**config.mk**
```make
export PLATFORM = sky130hd
export DESIGN_NAME = sram_req_arbiter_flat
export DESIGN_NICKNAME = d
export VERILOG_FILES = /design/src/rtl/sram_req_arbiter_if.sv /design/src/rtl/sram_req_arbiter.sv /design/src/flat_wrapper.sv
export SDC_FILE = /design/constraint.sdc
export NUM_CORES = 1
export LEC_CHECK = 0
export BUFFER_PORTS_ARGS = -buffer_cell sky130_fd_sc_hd__buf_2
export CORE_UTILIZATION = 36
export CTS_CLUSTER_SIZE = 30
export DETAILED_ROUTE_END_ITERATION = 16
export GPL_TIMING_DRIVEN = 0
export PLACE_DENSITY = 0.77
export SLEW_MARGIN = 20
export SYNTH_ARGS = -nofsm -noshare
export SYNTH_HDL_FRONTEND = slang
export SYNTH_SLANG_ARGS = --single-unit
```
**constraint.sdc**
```tcl
create_clock -name clk -period 2.3 [get_ports clk]
set_clock_uncertainty 0.15 [all_clocks]
set_input_delay 0.46 -clock clk [delete_from_list [all_inputs] [get_ports clk]]
set_output_delay 0.46 -clock clk [all_outputs]
set_load 0.02 [all_outputs]
```
**src/rtl/sram_req_arbiter_if.sv**
```systemverilog
`default_nettype none
// +--------------------------------------------------------------------------+
// | Module      : sram_req_arbiter_if                                        |
// | Description : Bundle of every handshake/data signal around the SRAM      |
// |               request arbiter: two master address/data channels and the  |
// |               shared memory-controller port.                             |
// |   slave  modport : the arbiter's view (drives *_o, samples *_i)          |
// |   master modport : the surrounding world (masters + controller)          |
// | Revision    : 1.0 - initial release                                      |
// +--------------------------------------------------------------------------+
interface sram_req_arbiter_if #(
  parameter int ADDR_WIDTH = 12,
  parameter int DATA_WIDTH = 32
);
  // master 0 / master 1 address channels
  logic                  req0_addr_valid_i;
  logic                  req1_addr_valid_i;
  logic                  req0_addr_ready_o;
  logic                  req1_addr_ready_o;
  logic [ADDR_WIDTH-1:0] req0_addr_i;
  logic [ADDR_WIDTH-1:0] req1_addr_i;
  // master 0 / master 1 read-data channels
  logic                  req0_data_valid_o;
  logic                  req1_data_valid_o;
  logic                  req0_data_ready_i;
  logic                  req1_data_ready_i;
  logic [DATA_WIDTH-1:0] req0_data_o;
  logic [DATA_WIDTH-1:0] req1_data_o;
  // controller port
  logic                  mc_addr_valid_o;
  logic                  mc_addr_ready_i;
  logic [ADDR_WIDTH-1:0] mc_addr_o;
  logic                  mc_data_valid_i;
  logic                  mc_data_ready_o;
  logic [DATA_WIDTH-1:0] mc_data_i;
  // status
  logic                  err_o;

  modport slave (
    input  req0_addr_valid_i, req1_addr_valid_i, req0_addr_i, req1_addr_i,
    input  req0_data_ready_i, req1_data_ready_i,
    input  mc_addr_ready_i, mc_data_valid_i, mc_data_i,
    output req0_addr_ready_o, req1_addr_ready_o,
    output req0_data_valid_o, req1_data_valid_o, req0_data_o, req1_data_o,
    output mc_addr_valid_o, mc_addr_o, mc_data_ready_o, err_o
  );

  modport master (
    output req0_addr_valid_i, req1_addr_valid_i, req0_addr_i, req1_addr_i,
    output req0_data_ready_i, req1_data_ready_i,
    output mc_addr_ready_i, mc_data_valid_i, mc_data_i,
    input  req0_addr_ready_o, req1_addr_ready_o,
    input  req0_data_valid_o, req1_data_valid_o, req0_data_o, req1_data_o,
    input  mc_addr_valid_o, mc_addr_o, mc_data_ready_o, err_o
  );
endinterface
`default_nettype wire

```
**src/rtl/sram_req_arbiter.sv**
```systemverilog
`default_nettype none
// +--------------------------------------------------------------------------+
// | Module      : sram_req_arbiter                                           |
// | Description : Shares one SRAM controller read port between two masters.  |
// |               Addresses are arbitrated (round-robin on ties), registered |
// |               onto the controller address channel and the grantee id is  |
// |               queued in a tag FIFO. Read data comes back in issue order  |
// |               and is steered combinationally to the owning master.       |
// | Ports       : clk   - clock, rising edge                                 |
// |               rst_n - asynchronous active-low reset                      |
// |               bus   - sram_req_arbiter_if.slave (masters + controller)   |
// | Config      : ARB_FIXED_PRIORITY_EN - port 0 always wins a tie           |
// | Revision    : 1.0 - initial release                                      |
// +--------------------------------------------------------------------------+
module sram_req_arbiter #(
  parameter int ADDR_WIDTH = 12,
  parameter int DATA_WIDTH = 32,
  parameter int TAG_DEPTH  = 4    // max outstanding reads, power of two >= 2
) (
  input  wire logic         clk,
  input  wire logic         rst_n,
  sram_req_arbiter_if.slave bus
);

  localparam int c_ptr_w = (TAG_DEPTH > 1) ? $clog2(TAG_DEPTH) : 1;
  localparam int c_cnt_w = c_ptr_w + 1;
  localparam logic [c_cnt_w-1:0] c_full_count = c_cnt_w'(TAG_DEPTH);

  typedef enum logic [0:0] {
    ST_IDLE  = 1'b0,   // output register empty
    ST_ISSUE = 1'b1    // mc_addr_o holds an address awaiting mc_addr_ready_i
  } state_t;

  state_t                r_state;
  state_t                w_state_nxt;
  logic                  w_mc_addr_valid;

  logic [ADDR_WIDTH-1:0] r_addr;
  logic [TAG_DEPTH-1:0]  r_tags;     // one owner bit per outstanding read
  logic [c_ptr_w-1:0]    r_wr_ptr;
  logic [c_ptr_w-1:0]    r_rd_ptr;
  logic [c_cnt_w-1:0]    r_count;
  logic                  r_err;

  logic                  w_fifo_full;
  logic                  w_fifo_empty;
  logic                  w_can_accept;
  logic                  w_winner;
  logic                  w_winner_valid;
  logic [ADDR_WIDTH-1:0] w_winner_addr;
  logic                  w_accept;
  logic                  w_head;
  logic                  w_pop;
  logic [DATA_WIDTH-1:0] w_rdata;

  // ---------------------------------------------------------------- arbitration
  assign w_fifo_full  = (r_count == c_full_count);
  assign w_fifo_empty = (r_count == '0);

  // The output register can be reloaded when empty, or in the same cycle the
  // controller takes its current content (back-to-back issue).
  assign w_can_accept = !w_fifo_full && ((r_state == ST_IDLE) || bus.mc_addr_ready_i);

`ifdef ARB_FIXED_PRIORITY_EN
  assign w_winner = !bus.req0_addr_valid_i;
`else
  logic r_last_grant;

  // On a tie the port that did not win last time is served.
  assign w_winner = (bus.req0_addr_valid_i && bus.req1_addr_valid_i) ? !r_last_grant
                                                                     : !bus.req0_addr_valid_i;

  always_ff @(posedge clk or negedge rst_n) begin
    if (!rst_n) begin
      r_last_grant <= 1'b1;   // makes port 0 win the first tie
    end else if (w_accept) begin
      r_last_grant <= w_winner;
    end
  end
`endif

  assign w_winner_valid = w_winner ? bus.req1_addr_valid_i : bus.req0_addr_valid_i;
  assign w_winner_addr  = w_winner ? bus.req1_addr_i       : bus.req0_addr_i;
  assign w_accept       = w_can_accept && w_winner_valid;

  assign bus.req0_addr_ready_o = w_can_accept && !w_winner && bus.req0_addr_valid_i;
  assign bus.req1_addr_ready_o = w_can_accept &&  w_winner && bus.req1_addr_valid_i;

  // ------------------------------------------------------------------------ FSM
  always_ff @(posedge clk or negedge rst_n) begin
    if (!rst_n) begin
      r_state <= ST_IDLE;
    end else begin
      r_state <= w_state_nxt;
    end
  end

  always_comb begin
    w_state_nxt     = r_state;
    w_mc_addr_valid = 1'b0;
    case (r_state)
      ST_IDLE: begin
        if (w_accept) begin
          w_state_nxt = ST_ISSUE;
        end
      end
      ST_ISSUE: begin
        w_mc_addr_valid = 1'b1;
        if (bus.mc_addr_ready_i && !w_accept) begin
          w_state_nxt = ST_IDLE;
        end
      end
      default: begin
        w_state_nxt = ST_IDLE;
      end
    endcase
  end

  // Address register only loads on an upstream handshake, so it stays stable
  // for as long as the controller back-pressures.
  always_ff @(posedge clk or negedge rst_n) begin
    if (!rst_n) begin
      r_addr <= '0;
    end else if (w_accept) begin
      r_addr <= w_winner_addr;
    end
  end

  assign bus.mc_addr_valid_o = w_mc_addr_valid;
  assign bus.mc_addr_o       = r_addr;

  // ------------------------------------------------------------------ tag FIFO
  assign w_head = r_tags[r_rd_ptr];
  assign w_pop  = bus.mc_data_valid_i && bus.mc_data_ready_o;

  always_ff @(posedge clk or negedge rst_n) begin
    if (!rst_n) begin
      r_tags   <= '0;
      r_wr_ptr <= '0;
      r_rd_ptr <= '0;
      r_count  <= '0;
    end else begin
      if (w_accept) begin
        r_tags[r_wr_ptr] <= w_winner;
        r_wr_ptr         <= r_wr_ptr + 1'b1;
      end
      if (w_pop) begin
        r_rd_ptr <= r_rd_ptr + 1'b1;
      end
      case ({w_accept, w_pop})
        2'b10:   r_count <= r_count + 1'b1;
        2'b01:   r_count <= r_count - 1'b1;
        default: r_count <= r_count;
      endcase
    end
  end

  // ----------------------------------------------------------------- data path
  assign w_rdata = bus.mc_data_i;

  assign bus.req0_data_o       = w_rdata;
  assign bus.req1_data_o       = w_rdata;
  assign bus.req0_data_valid_o = bus.mc_data_valid_i && !w_fifo_empty && !w_head;
  assign bus.req1_data_valid_o = bus.mc_data_valid_i && !w_fifo_empty &&  w_head;
  assign bus.mc_data_ready_o   = !w_fifo_empty &&
                                 (w_head ? bus.req1_data_ready_i : bus.req0_data_ready_i);

  // Data arriving with nothing outstanding is dropped and flagged until reset.
  always_ff @(posedge clk or negedge rst_n) begin
    if (!rst_n) begin
      r_err <= 1'b0;
    end else if (bus.mc_data_valid_i && w_fifo_empty) begin
      r_err <= 1'b1;
    end
  end

  assign bus.err_o = r_err;

endmodule
`default_nettype wire

```
**src/flat_wrapper.sv**
```systemverilog
// flat-port wrapper written by rule: the top's interface ports become plain ports
module sram_req_arbiter_flat 
#(
  parameter int ADDR_WIDTH = 12,
  parameter int DATA_WIDTH = 32,
  parameter int TAG_DEPTH  = 4                                               
)
  (clk, rst_n, bus_req0_addr_valid_i, bus_req1_addr_valid_i, bus_req0_addr_i, bus_req1_addr_i, bus_req0_data_ready_i, bus_req1_data_ready_i, bus_mc_addr_ready_i, bus_mc_data_valid_i, bus_mc_data_i, bus_req0_addr_ready_o, bus_req1_addr_ready_o, bus_req0_data_valid_o, bus_req1_data_valid_o, bus_req0_data_o, bus_req1_data_o, bus_mc_addr_valid_o, bus_mc_addr_o, bus_mc_data_ready_o, bus_err_o);
  sram_req_arbiter_if #(.ADDR_WIDTH(ADDR_WIDTH), .DATA_WIDTH(DATA_WIDTH)) bus_i ();
  input  wire logic clk;
  input  wire logic rst_n;
  input wire logic [$bits(bus_i.req0_addr_valid_i)-1:0] bus_req0_addr_valid_i;
  input wire logic [$bits(bus_i.req1_addr_valid_i)-1:0] bus_req1_addr_valid_i;
  input wire logic [$bits(bus_i.req0_addr_i)-1:0] bus_req0_addr_i;
  input wire logic [$bits(bus_i.req1_addr_i)-1:0] bus_req1_addr_i;
  input wire logic [$bits(bus_i.req0_data_ready_i)-1:0] bus_req0_data_ready_i;
  input wire logic [$bits(bus_i.req1_data_ready_i)-1:0] bus_req1_data_ready_i;
  input wire logic [$bits(bus_i.mc_addr_ready_i)-1:0] bus_mc_addr_ready_i;
  input wire logic [$bits(bus_i.mc_data_valid_i)-1:0] bus_mc_data_valid_i;
  input wire logic [$bits(bus_i.mc_data_i)-1:0] bus_mc_data_i;
  output wire logic [$bits(bus_i.req0_addr_ready_o)-1:0] bus_req0_addr_ready_o;
  output wire logic [$bits(bus_i.req1_addr_ready_o)-1:0] bus_req1_addr_ready_o;
  output wire logic [$bits(bus_i.req0_data_valid_o)-1:0] bus_req0_data_valid_o;
  output wire logic [$bits(bus_i.req1_data_valid_o)-1:0] bus_req1_data_valid_o;
  output wire logic [$bits(bus_i.req0_data_o)-1:0] bus_req0_data_o;
  output wire logic [$bits(bus_i.req1_data_o)-1:0] bus_req1_data_o;
  output wire logic [$bits(bus_i.mc_addr_valid_o)-1:0] bus_mc_addr_valid_o;
  output wire logic [$bits(bus_i.mc_addr_o)-1:0] bus_mc_addr_o;
  output wire logic [$bits(bus_i.mc_data_ready_o)-1:0] bus_mc_data_ready_o;
  output wire logic [$bits(bus_i.err_o)-1:0] bus_err_o;
  assign bus_i.req0_addr_valid_i = bus_req0_addr_valid_i;
  assign bus_i.req1_addr_valid_i = bus_req1_addr_valid_i;
  assign bus_i.req0_addr_i = bus_req0_addr_i;
  assign bus_i.req1_addr_i = bus_req1_addr_i;
  assign bus_i.req0_data_ready_i = bus_req0_data_ready_i;
  assign bus_i.req1_data_ready_i = bus_req1_data_ready_i;
  assign bus_i.mc_addr_ready_i = bus_mc_addr_ready_i;
  assign bus_i.mc_data_valid_i = bus_mc_data_valid_i;
  assign bus_i.mc_data_i = bus_mc_data_i;
  assign bus_req0_addr_ready_o = bus_i.req0_addr_ready_o;
  assign bus_req1_addr_ready_o = bus_i.req1_addr_ready_o;
  assign bus_req0_data_valid_o = bus_i.req0_data_valid_o;
  assign bus_req1_data_valid_o = bus_i.req1_data_valid_o;
  assign bus_req0_data_o = bus_i.req0_data_o;
  assign bus_req1_data_o = bus_i.req1_data_o;
  assign bus_mc_addr_valid_o = bus_i.mc_addr_valid_o;
  assign bus_mc_addr_o = bus_i.mc_addr_o;
  assign bus_mc_data_ready_o = bus_i.mc_data_ready_o;
  assign bus_err_o = bus_i.err_o;
  sram_req_arbiter #(.ADDR_WIDTH(ADDR_WIDTH), .DATA_WIDTH(DATA_WIDTH), .TAG_DEPTH(TAG_DEPTH)) u_core (.clk(clk), .rst_n(rst_n), .bus(bus_i));
endmodule
```
==> Word level (Yosys, flattened, before mapping) <==
Index checks and enable logic that the tools add are counted.
{ "word_totals": {"reg_bits": 26, "in_bits": 64, "output_inout_bits": 83} }
{ "classes": {"addsub": 4, "magnitude_cmp": 3, "eq_ne": 3, "mux": 14, "n_bitwise": 1, "n_reduce_logical": 25} }
{ "ops": {"columns": ["operator", "count"], "rows": [
  ["logical AND 1 bit", 15],
  ["two-way mux 12 bit", 1],
  ["two-way mux 1 bit", 8],
  ["zero test 1 bit", 7],
  ["less-than comparator 2 x 3 -> 1 bit (second input constant)", 2],
  ["one-hot mux 3 bit (2 select lines)", 1],
  ["adder 2 x 1 -> 2 bit (second input constant)", 2],
  ["bitwise mux 4 bit", 1],
  ["adder 3 x 1 -> 3 bit (second input constant)", 1],
  ["== test 3 bit (second input constant)", 1],
  ["zero test 3 bit", 1],
  ["subtractor 3 x 1 -> 3 bit (second input constant)", 1],
  ["binary-select mux 1 bit (select 2 bit)", 1],
  ["demux 1 bit (select 2 bit)", 1],
  ["== test 2 x 1 -> 1 bit (second input constant)", 1],
  ["== test 2 bit (second input constant)", 1],
  [">= comparator 2 x 1 -> 1 bit (second input constant)", 1],
  ["one-hot mux 1 bit (2 select lines)", 1],
  ["nonzero test 2 bit", 1],
  ["logical OR 1 bit", 1],
  ["inverter 1 bit", 1]
]} }

==> Logic depth before layout (Yosys ltp) <==
Gate-level depths: netlist of the first run.
{ "logic_depth": {"ltp_word": 8, "depth_mapped": 11, "mapped_depth_nobuf": 10} }

==> Worst setup path after synthesis of the first run <==
OpenSTA, ideal clock, no wires.
{ "synth_path": {"path_type": "register to register", "start": "register u_core.r_count[0]", "end": "register u_core.r_count[2]", "setup_ns": 0.079, "arrival_ns": 2.169, "t_required_ns": 2.071, "path_slack_ns": -0.099, "stages_incl_launch_ff": 12, "path_buffers": 2, "path_cell_list": "dfrtp_1 -> or3b_1 -> and3_1 -> buf_6 -> clkinv_8 -> buf_12 -> ha_1 -> inv_1 -> fa_1 -> xor2_1 -> nor2_1 -> xor2_1"} }
{ "synth_via": {"elab_chain_len": 6, "word_cells_on_any_way": 14} }
{ "synth_rtl": {"columns": ["element", "line", "source"], "rows": [
  ["from (decl)", "sram_req_arbiter.sv:42", "logic [c_cnt_w-1:0] r_count;"],
  ["from (signal assigned)", "sram_req_arbiter.sv:151", "2'b10: r_count <= r_count + 1'b1;"],
  ["from (signal assigned)", "sram_req_arbiter.sv:152", "2'b01: r_count <= r_count - 1'b1;"],
  ["from (signal assigned)", "sram_req_arbiter.sv:153", "default: r_count <= r_count;"],
  ["== test 3 bit or zero test 3 bit (tied branches)", "sram_req_arbiter.sv:57, sram_req_arbiter.sv:58", null],
  ["zero test 1 bit (on tied branches)", "sram_req_arbiter.sv:62, sram_req_arbiter.sv:165", null],
  ["logical AND 1 bit (on tied branches)", "sram_req_arbiter.sv:62, sram_req_arbiter.sv:165", null],
  ["logical AND 1 bit (on tied branches)", "sram_req_arbiter.sv:84, sram_req_arbiter.sv:134", null],
  ["== test 2 x 1 -> 1 bit or == test 2 bit (tied branches)", "sram_req_arbiter.sv:150", "case ({w_accept, w_pop})"],
  ["one-hot mux 3 bit (2 select lines) or nonzero test 2 bit (tied branches)", null, null]
]} }
Several ways; a longest one is shown, not always the timed one.
A chain may end at the register's enable or synchronous reset.

==> Final worst setup path of the first run <==
{ "layout_path": {"start": "register u_core.r_rd_ptr[1]", "end": "register u_core.r_count[2]"} }
{ "layout_via": {"elab_chain_len": 7, "word_cells_on_any_way": 9} }
{ "layout_rtl": {"columns": ["element", "line", "source"], "rows": [
  ["from (decl)", "sram_req_arbiter.sv:41", "logic [c_ptr_w-1:0] r_rd_ptr;"],
  ["from (signal assigned)", "sram_req_arbiter.sv:148", "r_rd_ptr <= r_rd_ptr + 1'b1;"],
  ["binary-select mux 1 bit (select 2 bit) (*)", "sram_req_arbiter.sv:133", "assign w_head = r_tags[r_rd_ptr];"],
  ["two-way mux 1 bit (implied by the code) (*)", "sram_req_arbiter.sv:133", null],
  ["two-way mux 1 bit (*)", "sram_req_arbiter.sv:166", "(w_head ? bus.req1_data_ready_i : bus.req0_data_ready_i);"],
  ["logical AND 1 bit (*)", "sram_req_arbiter.sv:165", "assign bus.mc_data_ready_o = !w_fifo_empty &&"],
  ["logical AND 1 bit (*)", "sram_req_arbiter.sv:134", "assign w_pop = bus.mc_data_valid_i && bus.mc_data_ready_o;"],
  ["net u_core.w_pop", "sram_req_arbiter.sv:53", "logic w_pop;"],
  ["== test 2 x 1 -> 1 bit or == test 2 bit (tied branches)", "sram_req_arbiter.sv:150", null],
  ["one-hot mux 3 bit (2 select lines) or nonzero test 2 bit (tied branches)", null, null]
]} }
Mark *: on every way through the listed nets, which the timed path passes. The rest lies on a longest branch. The select of a mux whose other input is x is not followed.

==> metrics.cfg, run 1 <==
[sta]
setup_viol = 1
worstMarginPinSlew_ns = 0.597
hold_violations = 0
fmax_ghz = 0.422
max-slew-margin-rel_pct = 60.2
period_minus_slack_ns = 2.37
rsz0062_at_grt = true
slew_viol_final = 0
worst_slack_ns = -0.0678
period_share_pct = 103
holdWs_ns = 0.0279

[routing]
drc = 0
avgViaCountPerCell = 4.10
drt-pass1-iter-count = 4
wl_per_cell_um = 10.1
routed_wl_mm = 3.88
postRouteAntennaNets = 0
drtIter0Drc = 48
vias = 1575

[critical_path]
crit_chain = mux2i_4 -> mux2i_4 -> mux2i_2 -> nor2_2 -> ha_4 -> inv_2 -> fa_2 -> xor2_1 -> nor2_1 -> xor2_1
cp_max_fo = 3
worstSetupPathType = flip-flop to flip-flop
startpoint = u_core.r_rd_ptr[1]
cp-start-kind = flip-flop
end_kind = flip-flop
arrival_ns = 2.42
crit_required_ns = 2.35
max_stage_delay_ns = 0.45
r2r_start = u_core.r_rd_ptr[1]
critPathSlowestCell = dfrtp_2

[synthesis]
ys_seq_elements = 26
yosys.area.top_type_share_pct = 33.5
synth_fp_nets = 259
synth_area_mm2 = 0.00187
synth_cell_types = 30
synth_edf_count = 0
synth_area_per_cell_um2 = 9.87
ys_seq_area_share_pct = 34.9
synth_flop_cell = dfrtp_1
synth_top_area_cell = dfrtp_1
synth_area_leaders = dfrtp_1 (34%), buf_4 (26%), mux2i_1 (10%)
synthArstFlopShare_pct = 100
yosysWarnings = 0
synthCells = 189

[floorplan]
die_h_um = 74.0
rows = 25
start_util_pct = 38.5
io_pins = 147
fp.dieW_um = 74.0
coreArea_mm2 = 0.00485
die_area_mm2 = 0.00547

[grt]
grt_max_degree = 27
grt-ovfl-total = 0
grt_pass1_vias = 1402
grt_pass1_wl_mm = 5.78
antenna_found_initial = 0
grt_usage_pct = 13.6

[layout]
finish.net_count = 388
antennaDiodeCount = 0
stdcell_area_mm2 = 0.00272
area_growth_pct = 46.0
drive_gt1_share_pct = 69.1
fillCellCount = 446

[power]
power_density_mw_per_mm2 = 1070
ir_drop_mv = 0.762
p_leak_nw = 1.52

[run_status]
violations = negative setup slack
outcome = finished, violations left

[placed_design]
dp_hpwl_mm = 3.09
dpl_cell_area_mm2 = 0.00253
portBuffers = 114
place_congestion = 0.717

[clocking]
clockRootBuffer = clkbuf_8
hold_buffers = 0
clock_sinks = 26
cts-htree-levels = 1
clk_pin_slew_worst_paths_ns = 0.10
cts_tree = done
insertion_delay_ns = 0.27
clock_path_buffers = 2
cts_buffers = 3

[run]
drv_cap = 0

[worst_hold_path]
hold_path_class = primary input to asynchronous set/reset pin

==> state kept, by name, summed over array words and instances (netlist names) <==
name,count
u_core.r_wr_ptr,2
u_core.r_tags,4
u_core.r_rd_ptr,2
u_core.r_count,3
u_core.bus.mc_addr_o,12
u_core.r_last_grant,1
u_core.r_state,1
u_core.bus.err_o,1
==> cell usage after synthesis (all sizes together), types with 2 or more instances <==
cell type,number
buf,69
and3,2
nor2,5
mux2i,19
nand2,18
dfrtp,25
o21ai,15
xor2,3
inv,7
mux2,4
nand2b,2
ha,5
xnor2,2
==> cells by family (layout without fill, tap and decap cells) <==
group	after synthesis	count (layout)	share of synthesized area [%]
mux	23	23	12.6
simple gates	33	33	8.18
fa+ha+maj	6	6	4.43
buf+inv	77	205	31.5
xor+xnor	5	5	2.35
flops	26	26	34.9
compound gates	19	19	6.04
==> report_power, final <==
part | internal [mW] | switching (mW)
clock | 0.233 | 0.149
sequential | 0.700 | 0.166
combinational | 0.824 | 0.847
total | 1.76 | 1.16
==> per-stage QoR <==
step	instances	setup TNS (ns)	setup slack, ns	util, %	power, mW
2_1_floorplan	189	-0.0163	-0.0163	-	1.90
3_3_place_gp	370	-0.345	-0.236	52.3	2.26
3_5_place_dp	370	-0.419	-0.296	52.3	2.30
4_1_cts	377	-0.115	-0.115	54.7	2.82
5_1_grt	384	-0.233	-0.190	56.2	3.13
6_report	384	-0.0678	-0.0678	56.2	2.92
==> routing by layer <==
layer	track usage, %	routed length, µm	vias up
met5	0	0	-
met4	2.56	17	0
met3	2.85	305	2
met2	26.2	1980	88
met1	15.4	1580	685
li1	-	-	800
==> layout by cell type (no fill, tap or decap), types with 2 or more instances in the layout <==
master	count
xor2_1	3
buf_4	77
nand2_1	18
mux2i_1	15
xnor2_1	2
mux2_2	4
o21ai_2	3
nor2_1	4
clkbuf_8	3
ha_1	4
mux2i_4	3
o21ai_0	12
inv_1	6
buf_2	114
dfrtp_1	24
==> critical path, delay by kind of cell (launching register included) <==
kind,cells,cell delay (ns)
and+or+nand+nor,2,0.28
xor gates and xnor gates,2,0.32
buffers and inverters,1,0.03
muxes,3,0.56
adders and majority gates,2,0.48
DFF,1,0.45
==> cell type report <==
cell class	instances	area [µm²]	area share, %
Clock inverter	1	30.0	1.10
Buffer	67	519	19.1
Clock buffer	3	41.3	1.52
Tap cell	67	83.8	3.08
Timing Repair Buffer	126	661	24.3
Inverter	8	42.5	1.56
Sequential cell	26	653	24.0
Multi-Input combinational cell	86	693	25.4
==> worst paths after layout <==
path	end	slack, ns	cells after the start
max reg2reg	u_core.r_count[2]	-0.07	10
max in group asynchronous	u_core.r_rd_ptr[1]	1.56	1
max	u_core.r_count[2]	-0.07	10
min	u_core.r_rd_ptr[1]	0.03	1
min in group clk	u_core.r_last_grant	0.19	2
min reg2reg	u_core.bus.err_o	0.31	1
==> repair_timing <==
item,4_1_cts,5_1_grt
buffers inserted,5,7
pin swaps,4,4
resized for setup,8,4
setup endpoints to repair,3,5
Power figures use the tool's default switching activity.
==> inputs of run 2 (changes only) <==
--- a/config.mk
+++ b/config.mk
@@ -5,6 +5,8 @@
 export SDC_FILE = /design/constraint.sdc
 export NUM_CORES = 1
 export LEC_CHECK = 0
+export ABC_AREA = 1
+export ABC_CLOCK_PERIOD_IN_PS = 2300
 export BUFFER_PORTS_ARGS = -buffer_cell sky130_fd_sc_hd__buf_2
 export CORE_UTILIZATION = 36
 export CTS_CLUSTER_SIZE = 30
==> metrics.cfg, run 2 <==
[layout]
final_common_cell = buf_2
multi_input_area_um2 = 663
layout_common_cells = buf_2 (116), buf_4 (65), nand2_1 (44), dfrtp_1 (25), nand3_1 (15)
antennaDiodeCount = 0
area_growth_pct = 39.1
final_cells = 409
fillCellCount = 475
largest_register_ffs = 12
finish.net_count = 413
drive_gt1_share_pct = 60.8
final-seq-area_um2 = 652

[worst_hold_path]
hold_path_class = primary input to asynchronous set/reset pin

[clocking]
clock_path_buffers = 2
hold_buffers = 0
clk_pin_slew_worst_paths_ns = 0.08
cts-htree-levels = 1
clock_sinks = 26
cts_buffers = 3
clockRootBuffer = clkbuf_8
insertion_delay_ns = 0.26
cts_tree = done

[sta]
rsz0062_at_grt = false
period_minus_slack_ns = 2.18
setup_viol = 0
worst_slack_ns = 0.125
period_share_pct = 94.6
worstMarginPinSlew_ns = 0.586
hold_violations = 0
fmax_ghz = 0.460
max-slew-margin-rel_pct = 60.9
slew_viol_final = 0

[placed_design]
dp.cells = 404
portBuffers = 114
dp_hpwl_mm = 3.11
pre_cts_ws_ns = -0.00729
place_congestion = 0.673

[routing]
drtIter0Drc = 31
avgViaCountPerCell = 4.19
routed_wl_mm = 3.88
drt-pass1-iter-count = 4
drc = 0
wl_per_cell_um = 9.48
postRouteAntennaNets = 0
vias = 1713

[synthesis]
synthArstFlopShare_pct = 100
synth_cell_types = 26
synth_area_per_cell_um2 = 8.42
yosysWarnings = 0
synth_flop_cell = dfrtp_1
synth_fp_nets = 293
synthCells = 223
synth_edf_count = 0
synth_area_mm2 = 0.00188
synth_top_area_cell = dfrtp_1
yosysMostFrequentCell = buf_4
ys_seq_elements = 26
synth_common_cells = buf_4 (64), nand2_1 (45), dfrtp_1 (25)
ys_seq_area_share_pct = 34.7
synth_area_leaders = dfrtp_1 (33%), buf_4 (26%), nand2_1 (9.0%)
yosys.area.top_type_share_pct = 33.3

[critical_path]
reg2reg_slack_ns = 0.16
crit_required_ns = 1.69
end_kind = output pin
arrival_ns = 1.57
cp_max_fo = 10
r2r_start = u_core.r_rd_ptr[0]
startpoint = u_core.r_last_grant
r2r_cells = 13
cp-start-kind = flip-flop
worstSetupPathType = flip-flop to output pin

[run_status]
outcome = finished, final reports clean

[grt]
grt_pass1_wl_mm = 5.98
antenna_found_initial = 0
grt_usage_pct = 13.9
grt_max_degree = 27
grt-ovfl-total = 0
grt_pass1_vias = 1411

[floorplan]
rows = 25
die_area_mm2 = 0.00551
coreArea_mm2 = 0.00488
start_util_pct = 38.5
io_pins = 147
fp.dieW_um = 74.2
die_h_um = 74.2

[power]
pwr-share-seq_pct = 32.8
ir_drop_mv = 0.529
power_frac_clock_pct = 9.9
p_leak_nw = 1.48
power_density_mw_per_mm2 = 994
p_int_mw = 1.43
p_sw_share_pct = 44.9
p_sw_mw = 1.16
power_frac_comb_pct = 57.3

[run]
drv_cap = 0

## run 2: kinds of logic (layout without fill, tap and decap cells)
kind of cell               count (synthesis)  after routing  synth area share (%)
AOI/OAI and AO/OA                         24             24                  8.73
adders and majority gates                  6              6                  4.40
buffers and inverters                     86            205                  31.4
and+or+nand+nor                           77             77                  18.9
DFF                                       26             26                  34.7
xor gates and xnor gates                   4              4                  1.87
## run 2: per-stage QoR
step | hold WS [ns] | TNS, ns | util (%) | total power, mW | area (µm²)
finish | 0.0396 | 0 | 53.5 | 2.60 | 2610
global route | 0.0766 | 0 | 53.5 | 2.84 | 2610
CTS | 0.0500 | 0 | 53.0 | 2.58 | 2580
detailed placement | 0.289 | -0.00729 | 51.9 | 2.30 | 2530
global placement | 0.287 | 0 | 51.9 | 2.25 | 2530
floorplan | 0.0144 | 0 | - | 1.90 | 1880
## run 2: worst max-delay path: stages (launching register included)
cell and delay, ns:
dfstp_2 0.56, o21ai_4 0.09, inv_2 0.12, buf_2 0.26, nor2_1 0.10, buf_2 0.17
## run 2: path summary, 6_finish.rpt
| path | endpoint |
|---|---|
| worst min-delay path | u_core.r_rd_ptr[1] |
| worst min register to register | u_core.bus.err_o |
| worst max-delay path | bus_req1_addr_ready_o |
| min in group clk | u_core.bus.err_o |
| worst max register to register | u_core.r_count[2] |
| max in group asynchronous | u_core.r_count[2] |
## run 2: final cells by class
class,instances,share of cell area [%]
multi-input combinational,111,25.4
sequential,26,25.0
timing repair buffer,115,22.1
buffer,69,20.1
tap,67,3.21
inverter,17,2.54
clock buffer,4,1.72
## run 2: routing by layer
layer	vias up	global-route usage, %	share of wire, %
li1	877	-	-
met1	736	16.1	41
met2	98	25.7	50
met3	2	3.39	8.8
met4	0	3.14	0.44
met5	-	0	0
## run 2: repair_timing
item                                    4_1_cts  5_1_grt
gates resized for setup                       0        8
setup buffers                                 1        0
endpoints found under the setup margin        1        2
## run 2: power by group through the flow
stage | registers [mW] | clock network, mW | logic [mW]
6_report | 0.851 | 0.257 | 1.49
5_1_grt | 0.881 | 0.291 | 1.67
4_1_cts | 0.844 | 0.276 | 1.46
3_5_place_dp | 0.853 | 0 | 1.44
3_3_place_gp | 0.845 | 0 | 1.41
2_1_floorplan | 0.976 | 0 | 0.920
